**src/rtl/rr_bus_arbiter_if.sv**
```systemverilog
// Shared-bus bundle between the cores, the round-robin arbiter and the single DRAM/MMIO path.
// The master modport is the surrounding system (cores plus memory); the slave modport is the arbiter.
interface rr_bus_arbiter_if #(
    parameter int NCORES = 2,
    parameter int AW     = 32,
    parameter int DW     = 32,
    parameter int CW     = 3
);
    logic [NCORES-1:0]    core_switch_ok;
    logic [NCORES*AW-1:0] core_addr;
    logic [NCORES*DW-1:0] core_wdata;
    logic [NCORES-1:0]    core_we;
    logic [NCORES-1:0]    core_le;
    logic [NCORES*CW-1:0] core_ctrl;
    logic [NCORES*DW-1:0] core_rdata;
    logic [NCORES-1:0]    core_busy;

    logic [AW-1:0]        mem_addr;
    logic [DW-1:0]        mem_wdata;
    logic                 mem_we;
    logic                 mem_le;
    logic [CW-1:0]        mem_ctrl;
    logic [DW-1:0]        mem_rdata;
    logic                 mem_busy;

    modport master (
        output core_switch_ok, core_addr, core_wdata, core_we, core_le, core_ctrl,
        input  core_rdata, core_busy,
        input  mem_addr, mem_wdata, mem_we, mem_le, mem_ctrl,
        output mem_rdata, mem_busy
    );

    modport slave (
        input  core_switch_ok, core_addr, core_wdata, core_we, core_le, core_ctrl,
        output core_rdata, core_busy,
        output mem_addr, mem_wdata, mem_we, mem_le, mem_ctrl,
        input  mem_rdata, mem_busy
    );
endinterface

```
**src/rtl/rr_bus_arbiter.sv**
```systemverilog
// Round-robin time-multiplexer of one memory bus across NCORES cores; RR_ARB_STATS_EN adds handoff counters.
// Latency: combinational request/response mux; a handoff costs DRAIN + SWITCH + (quantum+1) QUANT cycles.
// Backpressure: granted core sees mem_busy in RUN/QUANT and a stall while switching; others always stall.
module rr_bus_arbiter #(
    parameter int NCORES = 2,
    parameter int AW     = 32,
    parameter int DW     = 32,
    parameter int CW     = 3,
    parameter int GW     = $clog2(NCORES)
) (
    input  logic                 CLK,
    input  logic                 RST_X,
    input  logic                 init_done,
    input  logic [NCORES-1:0]    core_en,
    input  logic [7:0]           quantum,
    rr_bus_arbiter_if.slave      bus,
    output logic [GW-1:0]        grant,
    output logic [NCORES-1:0]    grant_onehot,
    output logic                 switching,
    output logic [NCORES*16-1:0] stats_cnt
);
    typedef enum logic [1:0] {RUN, DRAIN, SWITCH, QUANT} state_t;

    state_t        state;
    logic [7:0]    cnt;
    logic [GW-1:0] next_grant;
    logic          grant_live;

    logic [AW-1:0] addr_a  [NCORES];
    logic [DW-1:0] wdata_a [NCORES];
    logic [CW-1:0] ctrl_a  [NCORES];

    assign grant_live = (state == RUN) || (state == QUANT);
    assign switching  = (state == DRAIN) || (state == SWITCH);

    // Walk offsets from farthest to nearest so the nearest enabled core wins.
    always_comb begin
        next_grant = grant;
        for (int k = NCORES - 1; k >= 1; k--) begin
            int idx;
            idx = int'(grant) + k;
            if (idx >= NCORES) idx = idx - NCORES;
            if (core_en[idx]) next_grant = GW'(idx);
        end
    end

    always_ff @(posedge CLK) begin
        if (!RST_X) begin
            state <= RUN;
            grant <= '0;
            cnt   <= '0;
        end else if (init_done) begin
            unique case (state)
                RUN: begin
                    if (bus.core_switch_ok[grant] && !bus.mem_busy) state <= DRAIN;
                end
                DRAIN: begin
                    grant <= next_grant;
                    state <= SWITCH;
                end
                SWITCH: begin
                    cnt   <= '0;
                    state <= QUANT;
                end
                QUANT: begin
                    if (cnt < quantum) cnt <= cnt + 8'd1;
                    else               state <= RUN;
                end
                default: state <= RUN;
            endcase
        end
    end

    for (genvar i = 0; i < NCORES; i++) begin : g_core
        assign addr_a[i]  = bus.core_addr[i*AW +: AW];
        assign wdata_a[i] = bus.core_wdata[i*DW +: DW];
        assign ctrl_a[i]  = bus.core_ctrl[i*CW +: CW];

        assign grant_onehot[i]            = (grant == GW'(i));
        assign bus.core_rdata[i*DW +: DW] = grant_onehot[i] ? bus.mem_rdata : '0;
        assign bus.core_busy[i]           = grant_onehot[i] ? (bus.mem_busy || !grant_live) : 1'b1;

`ifdef RR_ARB_STATS_EN
        logic [15:0] stat_q;
        always_ff @(posedge CLK) begin
            if (!RST_X) begin
                stat_q <= '0;
            end else if (init_done && state == SWITCH && grant_onehot[i] && stat_q != 16'hFFFF) begin
                stat_q <= stat_q + 16'd1;
            end
        end
        assign stats_cnt[i*16 +: 16] = stat_q;
`endif
    end

`ifndef RR_ARB_STATS_EN
    assign stats_cnt = '0;
`endif

    assign bus.mem_addr  = addr_a[grant];
    assign bus.mem_wdata = wdata_a[grant];
    assign bus.mem_ctrl  = ctrl_a[grant];
    assign bus.mem_we    = bus.core_we[grant];
    assign bus.mem_le    = bus.core_le[grant];
endmodule

```
**src/flat_wrapper.sv**
```systemverilog
// flat-port wrapper written by rule: the top's interface ports become plain ports
module rr_bus_arbiter_flat 
#(
    parameter int NCORES = 2,
    parameter int AW     = 32,
    parameter int DW     = 32,
    parameter int CW     = 3,
    parameter int GW     = $clog2(NCORES)
)
  (CLK, RST_X, init_done, core_en, quantum, grant, grant_onehot, switching, stats_cnt, bus_core_switch_ok, bus_core_addr, bus_core_wdata, bus_core_we, bus_core_le, bus_core_ctrl, bus_core_rdata, bus_core_busy, bus_mem_addr, bus_mem_wdata, bus_mem_we, bus_mem_le, bus_mem_ctrl, bus_mem_rdata, bus_mem_busy);
  rr_bus_arbiter_if #(.NCORES(NCORES), .AW(AW), .DW(DW), .CW(CW)) bus_i ();
  input  logic CLK;
  input  logic RST_X;
  input  logic init_done;
  input  logic [NCORES-1:0] core_en;
  input  logic [7:0] quantum;
  output logic [GW-1:0] grant;
  output logic [NCORES-1:0] grant_onehot;
  output logic switching;
  output logic [NCORES*16-1:0] stats_cnt;
  input wire logic [$bits(bus_i.core_switch_ok)-1:0] bus_core_switch_ok;
  input wire logic [$bits(bus_i.core_addr)-1:0] bus_core_addr;
  input wire logic [$bits(bus_i.core_wdata)-1:0] bus_core_wdata;
  input wire logic [$bits(bus_i.core_we)-1:0] bus_core_we;
  input wire logic [$bits(bus_i.core_le)-1:0] bus_core_le;
  input wire logic [$bits(bus_i.core_ctrl)-1:0] bus_core_ctrl;
  output wire logic [$bits(bus_i.core_rdata)-1:0] bus_core_rdata;
  output wire logic [$bits(bus_i.core_busy)-1:0] bus_core_busy;
  output wire logic [$bits(bus_i.mem_addr)-1:0] bus_mem_addr;
  output wire logic [$bits(bus_i.mem_wdata)-1:0] bus_mem_wdata;
  output wire logic [$bits(bus_i.mem_we)-1:0] bus_mem_we;
  output wire logic [$bits(bus_i.mem_le)-1:0] bus_mem_le;
  output wire logic [$bits(bus_i.mem_ctrl)-1:0] bus_mem_ctrl;
  input wire logic [$bits(bus_i.mem_rdata)-1:0] bus_mem_rdata;
  input wire logic [$bits(bus_i.mem_busy)-1:0] bus_mem_busy;
  assign bus_i.core_switch_ok = bus_core_switch_ok;
  assign bus_i.core_addr = bus_core_addr;
  assign bus_i.core_wdata = bus_core_wdata;
  assign bus_i.core_we = bus_core_we;
  assign bus_i.core_le = bus_core_le;
  assign bus_i.core_ctrl = bus_core_ctrl;
  assign bus_core_rdata = bus_i.core_rdata;
  assign bus_core_busy = bus_i.core_busy;
  assign bus_mem_addr = bus_i.mem_addr;
  assign bus_mem_wdata = bus_i.mem_wdata;
  assign bus_mem_we = bus_i.mem_we;
  assign bus_mem_le = bus_i.mem_le;
  assign bus_mem_ctrl = bus_i.mem_ctrl;
  assign bus_i.mem_rdata = bus_mem_rdata;
  assign bus_i.mem_busy = bus_mem_busy;
  rr_bus_arbiter #(.NCORES(NCORES), .AW(AW), .DW(DW), .CW(CW), .GW(GW)) u_core (.CLK(CLK), .RST_X(RST_X), .init_done(init_done), .core_en(core_en), .quantum(quantum), .bus(bus_i), .grant(grant), .grant_onehot(grant_onehot), .switching(switching), .stats_cnt(stats_cnt));
endmodule
```
**config.mk**
```make
export PLATFORM = sky130hd
export DESIGN_NAME = rr_bus_arbiter_flat
export DESIGN_NICKNAME = d
export VERILOG_FILES = /design/src/rtl/rr_bus_arbiter_if.sv /design/src/rtl/rr_bus_arbiter.sv /design/src/flat_wrapper.sv
export SDC_FILE = /design/constraint.sdc
export NUM_CORES = 1
export LEC_CHECK = 0
export CAP_MARGIN = 20
export CORE_AREA = 5 5 137 139
export DETAILED_ROUTE_END_ITERATION = 8
export DIE_AREA = 0 0 142 144
export PLACE_DENSITY = 0.56
export SYNTH_ARGS = -nofsm -noshare
export SYNTH_HDL_FRONTEND = slang
export SYNTH_SLANG_ARGS = --single-unit
```
**constraint.sdc**
```tcl
create_clock -name CLK -period 2 [get_ports CLK]
set_clock_uncertainty 0.05 [all_clocks]
set_input_delay 0.4 -clock CLK [delete_from_list [all_inputs] [get_ports CLK]]
set_output_delay 0.4 -clock CLK [all_outputs]
set_load 0.02 [all_outputs]
```
==> flow_summary.toml <==
[clock_network]
cts-root-buf = "clkbuf_16"
cts_tree = "built"
clock_sinks = 11
cts_buffers = 3
clkSlewWorstSetupHoldPaths_ps = 40
clk_path_buf_depth = 2
cts_htree_levels = 1
clk_latency_ps = 240

[worst_setup_path]
crit_end = "bus_mem_addr[8]"
path_class = "flip-flop to output pin"
crit_arrival_ps = 1520
critPathLaunch = "u_core.grant"
rr_worst_depth = 7
end_kind = "output pin"
worstSetupStartpointType = "flip-flop"
cp.required_ps = 1550
rr_endpoint = "u_core.cnt[2]"
ff2ff_setup_slack_ps = 220
critPathMaxFanout = 10
reg2reg_from = "u_core.cnt[3]"

[timing]
finalHoldViolations = 0
setup_viol = 0
layout_min_cycle_time_ps = 1970
hold_slack_ps = 495
rsz0062_at_grt = "true"
fin_crit_sh_pct = 98.6
max_freq_mhz = 507
slew_violations = 0

[route]
routedWlPerCell_um = 18.4
first_pass_iters = 4
route.detailed.drc = 0
ant_nets = 0
vias_per_cell = 3.83
totalWireLength_um = 15800
vias = 3282
first_iter_violations = 49

[yosys]
yosys_most_used_dff = "dfxtp_1"
async_reset_ff_share_pct = 0
syn_area_um2 = 2370
yosys.area_share.simple_pct = 27.0
synth_top_area_cell = "mux2_2"
yosys_warnings = 0
synthAdderAreaFrac_pct = 6.32
synth_top_cell_area_share_pct = 32.7
synth_edf_count = 0
synth_top_family_by_area = "multiplexers"
ys_top_cells_by_area = "mux2_2 33%, buf_4 10%, dfxtp_1 9.3%"
syn-instance-count = 289
syn_area_per_cell_um2 = 8.22
synth_seq_cells = 11
synth-seq-area-share_pct = 9.27
synth.most_common_cell = "mux2_2"
synth_xor_area_share_pct = 0
synth_compound_area_share_pct = 7.32
synth_mux_area_share_pct = 33.6
synthDistinctLibCells = 31
netlist_top_cells_count = "69 x mux2_2, 33 x buf_4, 33 x nor2b_1"

[pwr]
total_power_mw = 1.76
max-vdd-ir-drop_uv = 229
power_leakage_nw = 2.58
power_density_nw_per_um2 = 302

[flow_run]
cap_viol_max_count = 0

[grt]
grt_pass1_vias = 3374
grtUsageTotal_pct = 13.4
antenna_found_initial = 1
overflow = 0
grt_max_degree = 27
grt_pass1_wl_um = 21200

[floorplan]
die_h_um = 144
dieArea_um2 = 20400
num_rows = 49
dieWidth_um = 142
start_util_pct = 13.5
core_um2 = 17500
num_io_pins = 357

[placement]
io_buffers = 324
gp_congestion = 0.869
dp_hpwl_um = 13700
place_area_um2 = 5850
dp_cells = 844

[layout]
finish.utilization_pct = 33.2
area_delta_synth_final_pct = 145
stdcell_count = 856
layout-drive-gt1-share_pct = 31.3
fin_area_um2 = 5820
final_nets = 825

[run_status]
status = "complete, no violations"

[min_path]
hold_path_class = "flip-flop to flip-flop"
[layer usage]
metal / track usage, % / routed length [µm]
met3: 3.27 / 1210
met1: 15.1 / 5810
met4: 3.23 / 325
met5: 0 / 0
met2: 25.3 / 8430
[worst min-delay path by stage]
stage / start / end / slack, ps / cells after the start
after detailed placement: u_core.cnt[7] / u_core.cnt[7] / 480 / 2
after global placement: u_core.cnt[7] / u_core.cnt[7] / 460 / 2
after global routing: u_core.cnt[7] / u_core.cnt[7] / 530 / 2
after floorplan: u_core.state[1] / u_core.state[1] / 420 / 2
final: u_core.cnt[1] / u_core.cnt[1] / 490 / 2
after CTS: u_core.cnt[7] / u_core.cnt[7] / 480 / 2
[registers in the layout, indices dropped and copies added, names as in the netlist]
register	count
u_core.state	2
u_core.grant	1
u_core.cnt	8
[repair_timing]
item / CTS / global route
hold buffers: 0 / 0
endpoints found under the setup margin: 141 / 62
cloned: 2 / 1
pin swaps: 11 / 10
resized for setup: 260 / 64
buffers inserted: 4 / 1
[stage by stage]
step / setup slack [ps] / setup TNS, ps
6_report: 28.5 / 0
4_1_cts: -121 / -959
3_3_place_gp: -337 / -11490
3_5_place_dp: -391 / -12550
5_1_grt: -24.9 / -116
2_1_floorplan: 49.5 / 0
[cells in the final DEF, fill, tap and decap left out, types with 3 or more instances in the layout]
cell and n:
clkdlybuf4s15_2 4, and2_1 32, clkdlybuf4s15_1 12, inv_1 11, buf_4 34, clkbuf_2 25
nand3_1 5, nand4b_1 6, nand2_1 16, dlymetal6s2s_1 4, nand4_1 4, ha_4 5
dfxtp_1 10, o211ai_1 6, o21ai_0 3, or3_1 3, clkdlybuf4s50_1 182, buf_2 33
nor2b_1 33, conb_1 32, dlygate4sd2_1 52, buf_12 3, mux2_2 69, ha_1 6
clkbuf_16 4
[layout make-up]
| type | count | area [µm²] |
|---|---|---|
| diodes | 1 | 2.50 |
| multi-input cells | 244 | 1990 |
| fillers | 1862 | 11700 |
| well taps | 229 | 287 |
| clock buffers | 4 | 78.8 |
| flip-flops and latches | 11 | 224 |
| repair buffers | 354 | 3190 |
| inverters | 13 | 48.8 |
[where the power goes]
group,switching (mW),internal (mW),total [mW]
sequential,0.00444,0.223,0.228
combinational,0.542,0.628,1.17
clock,0.0949,0.267,0.362
[kinds of logic after synthesis]
logic type               Yosys count
buffers and inverters             65
other                              1
AND/OR/NAND/NOR                  109
AO/OA/AOI/OAI                     20
flip-flops                        11
adder cells (fa/ha/maj)           12
multiplexers                      71
[worst max-delay path, stage by stage (launching register included)]
cell and delay (ps):
dfxtp_4 420, buf_4 170, clkbuf_16 170, mux2_2 340
buf_2 160
Note: power is estimated with default switching activity, not from simulation.
